--- src/rtl/moduladorhw.sv ---
// moduladorhw: three-phase sinusoidal PWM, 120-degree spaced sine references scaled by mod, compared against one triangular carrier.
// Latency: gate outputs are registered; the output at cycle n+1 reflects the carrier at cycle n.
// No backpressure (free-running). Optional dead-time insertion is built when MODULADORHW_DEADTIME_EN is defined.
module moduladorhw #(
  parameter int CARRIER_MAX = 127,
  parameter int DEAD_CYCLES = 4
) (
  input  logic       clk,
  input  logic       rst,
  input  logic [7:0] mod,
  output logic [1:0] out1,
  output logic [1:0] out2,
  output logic [1:0] out3
);

  // Carrier extremes in the 9-bit signed carrier domain.
  localparam logic signed [8:0] C_TOP = 9'(CARRIER_MAX);
  localparam logic signed [8:0] C_BOT = 9'(-CARRIER_MAX);
  localparam logic signed [8:0] C_ONE = 9'sd1;

  // Parameter sanity: the carrier must fit 9 bits signed and dead time must be at least one clock.
  if (CARRIER_MAX < 1 || CARRIER_MAX > 255) begin : g_bad_carrier_max
    $error("CARRIER_MAX out of range for a 9-bit signed carrier");
  end
  if (DEAD_CYCLES < 1) begin : g_bad_dead_cycles
    $error("DEAD_CYCLES must be at least 1");
  end

  // 48-entry quarter-symmetric sine table, entry k = round(127*sin(2*pi*k/48)).
  function automatic logic signed [7:0] sine_lut(input logic [5:0] k);
    logic signed [7:0] s;
    s = 8'sd0;
    case (k)
      6'd0:  s = 8'sd0;
      6'd1:  s = 8'sd17;
      6'd2:  s = 8'sd33;
      6'd3:  s = 8'sd49;
      6'd4:  s = 8'sd64;
      6'd5:  s = 8'sd77;
      6'd6:  s = 8'sd90;
      6'd7:  s = 8'sd101;
      6'd8:  s = 8'sd110;
      6'd9:  s = 8'sd117;
      6'd10: s = 8'sd123;
      6'd11: s = 8'sd126;
      6'd12: s = 8'sd127;
      6'd13: s = 8'sd126;
      6'd14: s = 8'sd123;
      6'd15: s = 8'sd117;
      6'd16: s = 8'sd110;
      6'd17: s = 8'sd101;
      6'd18: s = 8'sd90;
      6'd19: s = 8'sd77;
      6'd20: s = 8'sd64;
      6'd21: s = 8'sd49;
      6'd22: s = 8'sd33;
      6'd23: s = 8'sd17;
      6'd24: s = 8'sd0;
      6'd25: s = -8'sd17;
      6'd26: s = -8'sd33;
      6'd27: s = -8'sd49;
      6'd28: s = -8'sd64;
      6'd29: s = -8'sd77;
      6'd30: s = -8'sd90;
      6'd31: s = -8'sd101;
      6'd32: s = -8'sd110;
      6'd33: s = -8'sd117;
      6'd34: s = -8'sd123;
      6'd35: s = -8'sd126;
      6'd36: s = -8'sd127;
      6'd37: s = -8'sd126;
      6'd38: s = -8'sd123;
      6'd39: s = -8'sd117;
      6'd40: s = -8'sd110;
      6'd41: s = -8'sd101;
      6'd42: s = -8'sd90;
      6'd43: s = -8'sd77;
      6'd44: s = -8'sd64;
      6'd45: s = -8'sd49;
      6'd46: s = -8'sd33;
      6'd47: s = -8'sd17;
      default: s = 8'sd0;
    endcase
    return s;
  endfunction

  // Amplitude scaling: full 16-bit signed product, arithmetic shift by 7.
  // |lut| <= 127 keeps the result inside -127..127, so truncation to 8 bits never wraps.
  function automatic logic signed [7:0] scale(input logic signed [7:0] m, input logic signed [7:0] s);
    logic signed [15:0] p;
    p = m * s;
    return 8'(p >>> 7);
  endfunction

  logic signed [8:0] carrier;
  logic              dir_up;
  logic [5:0]        idx;
  logic signed [7:0] mod_reg;

  logic [5:0]        ph_idx [3];
  logic signed [7:0] ref_v  [3];
  logic [2:0]        raw_hi;
  logic [1:0]        gate   [3];

  // Triangular carrier; the period rollover at the minimum advances the phase index and latches a new amplitude.
  always_ff @(posedge clk) begin
    if (rst) begin
      carrier <= C_BOT;
      dir_up  <= 1'b1;
      idx     <= 6'd0;
      mod_reg <= $signed(mod);
    end else if (dir_up) begin
      carrier <= carrier + C_ONE;
      if (carrier == C_TOP - C_ONE) begin
        dir_up <= 1'b0;
      end
    end else begin
      carrier <= carrier - C_ONE;
      if (carrier == C_BOT + C_ONE) begin
        dir_up  <= 1'b1;
        idx     <= (idx == 6'd47) ? 6'd0 : idx + 6'd1;
        mod_reg <= $signed(mod);
      end
    end
  end

  // Per-phase table index, sine reference and raw carrier comparison (B = idx+32, C = idx+16, modulo 48).
  always_comb begin
    ph_idx[0] = idx;
    ph_idx[1] = (idx >= 6'd16) ? idx - 6'd16 : idx + 6'd32;
    ph_idx[2] = (idx >= 6'd32) ? idx - 6'd32 : idx + 6'd16;
    raw_hi    = 3'b000;
    for (int i = 0; i < 3; i++) begin
      ref_v[i]  = scale(mod_reg, sine_lut(ph_idx[i]));
      raw_hi[i] = $signed({ref_v[i][7], ref_v[i]}) > carrier;
    end
  end

`ifdef MODULADORHW_DEADTIME_EN
  localparam int CW = (DEAD_CYCLES < 1) ? 1 : $clog2(DEAD_CYCLES + 1);

  logic [CW-1:0] cnt [3];
  logic [2:0]    dead;
  logic [2:0]    init;
  logic [2:0]    tgt;

  // Dead-time insertion: any change of the comparison result forces 00 for DEAD_CYCLES clocks before
  // the new state is driven; a further change while dead restarts the wait toward the latest target.
  always_ff @(posedge clk) begin
    if (rst) begin
      for (int i = 0; i < 3; i++) begin
        gate[i] <= 2'b00;
        cnt[i]  <= CW'(DEAD_CYCLES);
      end
      dead <= 3'b111;
      init <= 3'b111;
      tgt  <= 3'b000;
    end else begin
      for (int i = 0; i < 3; i++) begin
        if (!dead[i]) begin
          if (raw_hi[i] != gate[i][1]) begin
            gate[i] <= 2'b00;
            dead[i] <= 1'b1;
            tgt[i]  <= raw_hi[i];
            cnt[i]  <= CW'(DEAD_CYCLES - 1);
          end else begin
            gate[i] <= {raw_hi[i], ~raw_hi[i]};
          end
        end else if (init[i]) begin
          // Post-reset hold: no state has been driven yet, so just wait out the interval.
          if (cnt[i] == '0) begin
            gate[i] <= {raw_hi[i], ~raw_hi[i]};
            dead[i] <= 1'b0;
            init[i] <= 1'b0;
          end else begin
            cnt[i] <= cnt[i] - CW'(1);
          end
        end else if (raw_hi[i] != tgt[i]) begin
          tgt[i] <= raw_hi[i];
          cnt[i] <= CW'(DEAD_CYCLES - 1);
        end else if (cnt[i] == '0) begin
          gate[i] <= {tgt[i], ~tgt[i]};
          dead[i] <= 1'b0;
        end else begin
          cnt[i] <= cnt[i] - CW'(1);
        end
      end
    end
  end
`else
  // Complementary gate pair straight from the comparison, one register stage.
  always_ff @(posedge clk) begin
    if (rst) begin
      for (int i = 0; i < 3; i++) begin
        gate[i] <= 2'b00;
      end
    end else begin
      for (int i = 0; i < 3; i++) begin
        gate[i] <= {raw_hi[i], ~raw_hi[i]};
      end
    end
  end
`endif

  assign out1 = gate[0];
  assign out2 = gate[1];
  assign out3 = gate[2];

endmodule

--- config.mk ---
export PLATFORM = sky130hd
export DESIGN_NAME = moduladorhw
export DESIGN_NICKNAME = d
export VERILOG_FILES = /design/src/rtl/moduladorhw.sv
export SDC_FILE = /design/constraint.sdc
export NUM_CORES = 1
export LEC_CHECK = 0
export ABC_AREA = 0
export BUFFER_PORTS_ARGS = -buffer_cell sky130_fd_sc_hd__clkbuf_2
export CORE_ASPECT_RATIO = 0.5
export CORE_MARGIN = 2
export CORE_UTILIZATION = 55
export DETAILED_ROUTE_END_ITERATION = 10
export GPL_ROUTABILITY_DRIVEN = 0
export PLACE_DENSITY_LB_ADDON = 0.25
export SLEW_MARGIN = 10
export SYNTH_ARGS = -nofsm -noshare
export SYNTH_HDL_FRONTEND = slang
export SYNTH_SLANG_ARGS = --single-unit
--- constraint.sdc ---
create_clock -name clk -period 8.06 [get_ports clk]
set_input_delay 1.612 -clock clk [delete_from_list [all_inputs] [get_ports clk]]
set_output_delay 1.612 -clock clk [all_outputs]
set_load 0.005 [all_outputs]
==> results.cfg, run 1 <==
[power]
power_frac_comb_pct = 73.5
p_leak_nw = 5.163
p_per_area_mw_per_mm2 = 172.7
power.switching_mw = 0.8617
seqPwrFrac_pct = 12.4
switching_share_pct = 46.32
pwr-share-clk_pct = 14.1
ir_drop_v = 0.0002075
p_int_mw = 0.9986

[placement]
port_buffers = 15
dp_cells = 1430
preCtsSetupSlack_ps = 365.7
dp_hpwl_um = 19160

[floorplan]
num_rows = 35
io_pins = 16
initial_core_util_pct = 55.94
fp.dieH_um = 100.6
dieArea_mm2 = 0.01984
die_w_um = 197.2
core_mm2 = 0.01835

[yosys]
synth_ff_type = dfxtp_1
syn_nets = 1491
synth-edff-count = 8
async_reset_ff_share_pct = 0
yosys.area.top_type_share_pct = 29.45
yosys.area.top_type = fa_1
synth_area_leaders = fa_1, ha_1, inv_1
synth_cells = 1201
yosysUniqueCellTypes = 73
ys_seq_area_share_pct = 8.191
synth_seq_cells = 38
synth.cell_area_mm2 = 0.01026
ys_warn_count = 0
syn_area_per_cell_um2 = 8.547

[timing]
fin_ws_ps = 552.5
finalCritPeriodShare_pct = 93.15
setup_viol = 0
fin_skew_ps = 10.68
finalWorstPathRequiredPeriod_ps = 7508
slew_headroom_pct = 27.11
tns_ps = 0
report.final.slew_viol_count = 0
hold_viol = 0
rsz0062_at_grt = no
tightestPinTransition_ps = 1063
hold_ws_ps = 561.2
fmax_ghz = 0.1332

[drt]
met1Wirelength_um = 11090
routed-wl-met3_um = 1676
drc = 0
post_drt_wl_per_cell_um = 16.46
top_layer = met4
viasPerCell = 5.587
drt_iter0_markers = 563
via_count = 8034
ant_nets = 0
first_pass_iters = 5
wl_met2_um = 10620
routed_wl_um = 23670

[clock_tree]
numCtsBuffers = 5
cts_tree = done
root_buffer = clkbuf_16
clock-sinks = 38
ctsResizeCount = 0
clk_latency_ps = 310
holdBufCountCts = 0
postCtsSetupBuffers = 0
cts.reportedPaths.clkPinSlew_ps = 70
cts_buffer_depth = 2
cts_max_level = 2

[worst_setup_path]
critPathMostFrequentCell = inv_1
crit_path_max_incr_delay_ps = 560
cp_data_arrival_time_ps = 7680
cp.required_ps = 8230
crit_fanout = 13
cp-start-kind = flop
cpMaxStageDelayCell = dfxtp_1
endpoint_kind = flop
critical_path_class = reg2reg

[global_routing]
antenna_found_initial = 0
grt_max_degree = 35
grt-ovfl-total = 0
grt_pass1_vias = 8256
grt_usage_pct = 25.81
grt_first_pass_wirelength_um = 40390

[layout]
antennaDiodeCount = 0
mostFrequentLayoutCells = inv_1, fa_1, ha_1
layout_commonest_cell = inv_1
area_growth_pct = 4.961
layout-drive-gt1-share_pct = 5.927
instances_no_fill = 1438
nNetsFinal = 1487

[run_status]
status = complete, no violations

[hold_path]
hold_class = reg2reg

[job]
max-cap-violations = 0
==> power groups by stage <==
| stage | logic [mW] | clock network, mW | registers (mW) |
|---|---|---|---|
| CTS | 1.34 | 0.263 | 0.231 |
| floorplan | 1.04 | 0 | 0.223 |
| global route | 1.58 | 0.269 | 0.233 |
| finish | 1.37 | 0.262 | 0.231 |
| global placement | 1.28 | 0 | 0.235 |
| detailed placement | 1.33 | 0 | 0.235 |
==> kinds of logic (layout without fill, tap and decap cells) <==
logic type | after synthesis | count (layout) | share of synthesized area [%]
compound gates | 164 | 164 | 10.57
xor+xnor | 52 | 52 | 4.437
fa+ha+maj | 282 | 282 | 45.37
buf+inv | 276 | 273 | 10.34
flops | 38 | 38 | 8.191
mux | 22 | 22 | 2.328
simple gates | 367 | 367 | 18.77
==> cell usage after synthesis, types with 23 or more instances <==
cell type	number
a21oi_1	43
o21ai_0	35
xnor2_1	42
fa_1	151
nor2_1	65
ha_1	129
clkbuf_1	27
inv_1	228
nand2_1	100
dfxtp_1	30
and2_1	97
nor2b_1	23
==> cell type report <==
type | count | area [µm²]
clock buffers | 6 | 150.1
fillers | 1622 | 7575
well taps | 240 | 300.3
repair buffers | 30 | 187.7
multi-input cells | 887 | 8374
inverters | 235 | 882.1
flip-flops and latches | 38 | 840.8
clock inverters | 2 | 38.79
==> critical path: cells and delay by family, from the launching register on <==
family	cells	cell delay, ps
muxes	1	480
and+or+nand+nor	4	570
buffers and inverters	6	470
xor gates and xnor gates	1	210
adders and majority gates	7	3080
AOI/OAI and AO/OA	9	2020
DFF	1	560
==> stage by stage <==
step	power (mW)	utilization [%]	instance area (µm²)
after global placement	1.512	57.63	10570
after detailed placement	1.563	57.63	10570
after global routing	2.077	58.72	10770
after CTS	1.838	58.66	10760
after floorplan	1.266	-	10260
final	1.860	58.72	10770
==> metal layers <==
metal	up-vias	track usage, %
li1	3821	-
met5	-	0
met4	0	4.858
met1	3957	35.89
met2	237	42.85
met3	19	4.650
==> path summary, 6_finish.rpt <==
kind              start    endpoint  slack (ps)  cells after the start
max              idx[1]  gate[0][5]         550                     28
min          carrier[0]  carrier[0]         560                      1
max reg2reg      idx[1]  gate[0][5]         550                     28
min reg2reg  carrier[0]  carrier[0]         560                      1
(Power assumes the default switching activity.)
==> run 2: changes to the inputs <==
--- a/config.mk
+++ b/config.mk
@@ -9,7 +9,7 @@
 export BUFFER_PORTS_ARGS = -buffer_cell sky130_fd_sc_hd__clkbuf_2
 export CORE_ASPECT_RATIO = 0.5
 export CORE_MARGIN = 2
-export CORE_UTILIZATION = 55
+export CORE_UTILIZATION = 65
 export DETAILED_ROUTE_END_ITERATION = 10
 export GPL_ROUTABILITY_DRIVEN = 0
 export PLACE_DENSITY_LB_ADDON = 0.25
==> results.cfg, run 2 (synthesis results as in run 1) <==
[run_status]
status = complete, no violations

[global_routing]
grt-ovfl-total = 0
antenna_found_initial = 1
grt_pass1_vias = 8668
use_met2_pct = 51.92
grt_use_met1_pct = 39.77
grt_first_pass_wirelength_um = 41270
grt_max_degree = 35
grt_use_met3_pct = 8.769
top_usage_layer = met2
grt_usage_pct = 30.87

[worst_setup_path]
endpoint_kind = flop
cp_data_arrival_time_ps = 7720
r2r_slack_ps = 500
cp-start-kind = flop
crit_fanout = 13
critical_path_class = reg2reg
cp.required_ps = 8220

[clock_tree]
cts.reportedPaths.clkPinSlew_ps = 70
numCtsBuffers = 5
clk_latency_ps = 300
holdBufCountCts = 0
cts_tree = done
cts_buffer_depth = 2
cts_max_level = 2
root_buffer = clkbuf_16
clock-sinks = 38

[timing]
hold_viol = 0
tightestPinTransition_ps = 1069
finalCritPeriodShare_pct = 93.81
setup_viol = 0
report.final.slew_viol_count = 0
fin_skew_ps = 9.252
tns_ps = 0
slew_headroom_pct = 26.73
fin_ws_ps = 499.1
rsz0062_at_grt = no
finalWorstPathRequiredPeriod_ps = 7561
fmax_ghz = 0.1323

[floorplan]
core_mm2 = 0.01541
initial_core_util_pct = 66.59
fp.dieH_um = 92.86
die_w_um = 181.7
dieArea_mm2 = 0.01687
num_rows = 32
io_pins = 16

[power]
ir_drop_v = 0.0001752
p_per_area_mw_per_mm2 = 183.7
p_leak_nw = 5.176
power_mw = 1.975

[placement]
dp_hpwl_um = 19250
preCtsSetupSlack_ps = 342.3
place_area_mm2 = 0.01054
port_buffers = 15
dp_cells = 1396

[drt]
via_count = 8145
drt_iter0_markers = 584
drc = 0
post_drt_wl_per_cell_um = 17.32
viasPerCell = 5.801
routed_wl_um = 24310
first_pass_iters = 5
ant_nets = 0

[layout]
layout-drive-gt1-share_pct = 6.000
stdcell_area_mm2 = 0.01075
layout_commonest_cell = inv_1
mostFrequentLayoutCells = inv_1, fa_1, ha_1
area_growth_pct = 4.742
antennaDiodeCount = 0
instances_no_fill = 1404
nNetsFinal = 1489

[job]
max-cap-violations = 0

[hold_path]
hold_class = reg2reg
-- run 2: worst max-delay path, cell delays in order, from the launching register on --
cell and delay, ps:
dfxtp_1 590, inv_1 180, ha_1 400, nor2b_1 180, o21ai_0 110, nand3_1 150
o21ai_0 90, o22ai_1 670, and2_1 260, fa_1 460, fa_1 510, fa_1 490
inv_1 50, fa_1 470, inv_1 50, ha_1 320, nand3_1 80, nand2_1 60
a41o_1 230, o41a_1 380, a41oi_1 250, nor2b_1 200, xnor2_1 240, ha_1 340
a211o_1 290, o21ai_0 250, a21oi_1 110
-- run 2: timing repair --
item                                    4_1_cts  5_1_grt
resized for setup                             0        2
setup buffers                                 0        0
endpoints found under the setup margin        0        2
-- run 2: area by class of cell --
cell class                      instances  area [µm²]
Timing Repair Buffer                   32       202.7
Fill cell                            1201        4663
Clock inverter                          2       38.79
Tap cell                              204       255.2
Multi-Input combinational cell        887        8382
Clock buffer                            6       150.1
Sequential cell                        38       840.8
Inverter                              235       882.1
-- run 2: final timing paths --
check,end,from,cells after the start
min,carrier[0],carrier[0],1
min reg2reg,carrier[0],carrier[0],1
max,gate[0][3],idx[1],26
max reg2reg,gate[0][3],idx[1],26
-- run 2: power by group --
group | total, mW | switching [mW] | internal (mW) | leakage (nW)
Clock | 0.265 | 0.0989 | 0.166 | 0.0922
Sequential | 0.224 | 0.0133 | 0.211 | 0.322
Combinational | 1.49 | 0.841 | 0.645 | 4.76
Total | 1.98 | 0.954 | 1.02 | 5.18
-- run 2: per-layer routing --
layer  wire, µm  vias to the layer above
li1           -                     3822
met1      10630                     4001
met2      11200                      274
met3       2068                       46
met4        390                        2
met5         13                        -
-- run 2: metrics by stage --
step                util [%]  hold slack [ps]
global placement       68.40            534.2
finish                 69.75            574.3
floorplan                  -            460.7
detailed placement     68.40            550.0
global route           69.75            609.6
CTS                    69.63            565.1
==> run 3: changes to the inputs <==
--- a/config.mk
+++ b/config.mk
@@ -9,7 +9,7 @@
 export BUFFER_PORTS_ARGS = -buffer_cell sky130_fd_sc_hd__clkbuf_2
 export CORE_ASPECT_RATIO = 0.5
 export CORE_MARGIN = 2
-export CORE_UTILIZATION = 65
+export CORE_UTILIZATION = 56
 export DETAILED_ROUTE_END_ITERATION = 10
 export GPL_ROUTABILITY_DRIVEN = 0
 export PLACE_DENSITY_LB_ADDON = 0.25
==> results.cfg, run 3 (synthesis results as in run 1) <==
[floorplan]
fp.dieH_um = 99.74
die_w_um = 195.5
num_rows = 34
core_mm2 = 0.01765
dieArea_mm2 = 0.01950
io_pins = 16
initial_core_util_pct = 58.14

[layout]
seq_area_um2 = 840.8
area_growth_pct = 4.632
antennaDiodeCount = 0
layout_commonest_cell = inv_1
mostFrequentLayoutCells = inv_1, fa_1, ha_1
postLayoutCoreUtil_pct = 60.84
stdcell_area_mm2 = 0.01074
nFillCells = 1548
multiInputGateArea_mm2 = 0.008371
layout-drive-gt1-share_pct = 5.607
instances_no_fill = 1429
nNetsFinal = 1484

[placement]
dp_cells = 1421
place_area_mm2 = 0.01054
port_buffers = 15
dp_hpwl_um = 19020

[power]
power_mw = 1.855
p_per_area_mw_per_mm2 = 172.7
ir_drop_v = 0.0001878
p_leak_nw = 5.149

[timing]
tns_ps = 0
tightestPinTransition_ps = 1062
finalCritPeriodShare_pct = 94.41
finalWorstPathRequiredPeriod_ps = 7609
hold_viol = 0
slew_headroom_pct = 27.15
fmax_ghz = 0.1314
rsz0062_at_grt = no
fin_skew_ps = 7.287
report.final.slew_viol_count = 0
setup_viol = 0

[worst_setup_path]
critical_path_class = reg2reg
cp.required_ps = 8290
cp_data_arrival_time_ps = 7840
cp-start-kind = flop
endpoint_kind = flop
crit_fanout = 16

[drt]
first_pass_iters = 5
routed_wl_um = 23540
post_drt_wl_per_cell_um = 16.47
ant_nets = 0
drt_iter0_markers = 563
drc = 0
via_count = 8031
viasPerCell = 5.620

[global_routing]
grt_max_degree = 35
antenna_found_initial = 0
grt_first_pass_wirelength_um = 40670
grt_pass1_vias = 8401
grt-ovfl-total = 0
grt_usage_pct = 26.23

[clock_tree]
root_buffer = clkbuf_16
cts_max_level = 2
postCtsSetupBuffers = 0
cts.reportedPaths.clkPinSlew_ps = 70
cts_tree = done
clock-sinks = 38
cts_buffer_depth = 2
clk_latency_ps = 290
numCtsBuffers = 5

[run_status]
status = complete, no violations

[hold_path]
hold_class = reg2reg

[job]
max-cap-violations = 0
## run 3: changes by cell type in the layout (fill, tap and decap cells not counted), sizes merged
cell | before | now
buf | 17 | 12
## run 3: metrics by stage
stage	hold WS (ps)	worst slack, ps
floorplan	460.7	778.9
global placement	547.3	648.8
detailed placement	551.2	355.9
CTS	566.9	347.6
global route	620.0	39.32
finish	557.2	450.6
## run 3: power by group
| group | switching, mW | internal [mW] | leakage (nW) |
|---|---|---|---|
| logic | 0.737 | 0.622 | 4.73 |
| clock network | 0.0903 | 0.166 | 0.0922 |
| registers | 0.0286 | 0.211 | 0.322 |
## run 3: area by class of cell
cell class                      count  share of cell area (%)
Clock inverter                      2                  0.3611
Sequential cell                    38                   7.829
Timing Repair Buffer               27                   1.538
Tap cell                          234                   2.726
Inverter                          235                   8.213
Clock buffer                        6                   1.398
Multi-Input combinational cell    887                   77.94
## run 3: per-layer routing
metal / global-route usage (%) / part of all wire [%] / vias to the layer above
met5: 0 / 0 / -
met4: 5.813 / 1.6 / 0
met3: 4.544 / 7.4 / 36
met2: 43.46 / 46 / 229
met1: 36.34 / 45 / 3963
li1: - / - / 3803
## run 3: final timing paths
check | cells after the start | start | endpoint | slack, ps
worst min register to register | 1 | carrier[0] | carrier[0] | 560
worst max register to register | 25 | idx[4] | gate[0][2] | 450
worst max-delay path | 25 | idx[4] | gate[0][2] | 450
worst min-delay path | 1 | carrier[0] | carrier[0] | 560
## run 3: repair_timing
action,in CTS,in global routing
hold buffers,0,0
resized for setup,0,1
hold endpoints to repair,0,0
endpoints found under the setup margin,0,2
## run 3: worst max-delay path, cell delays in order, from the launching register on
cell      delay (ps)
dfxtp_1          420
inv_1            110
ha_1             570
clkinv_1         360
nand3_1          140
o21ai_0          110
o22ai_1          740
and2_1           260
fa_1             480
fa_1             520
fa_1             490
inv_1             50
fa_1             470
inv_1             40
ha_1             310
nand3_1           80
nand2_1           50
a41o_1           230
o41a_1           360
a41oi_1          240
nor2b_1          190
xnor2_1          210
ha_1             330
a211o_1          290
o21ai_0          280
and3_1           200
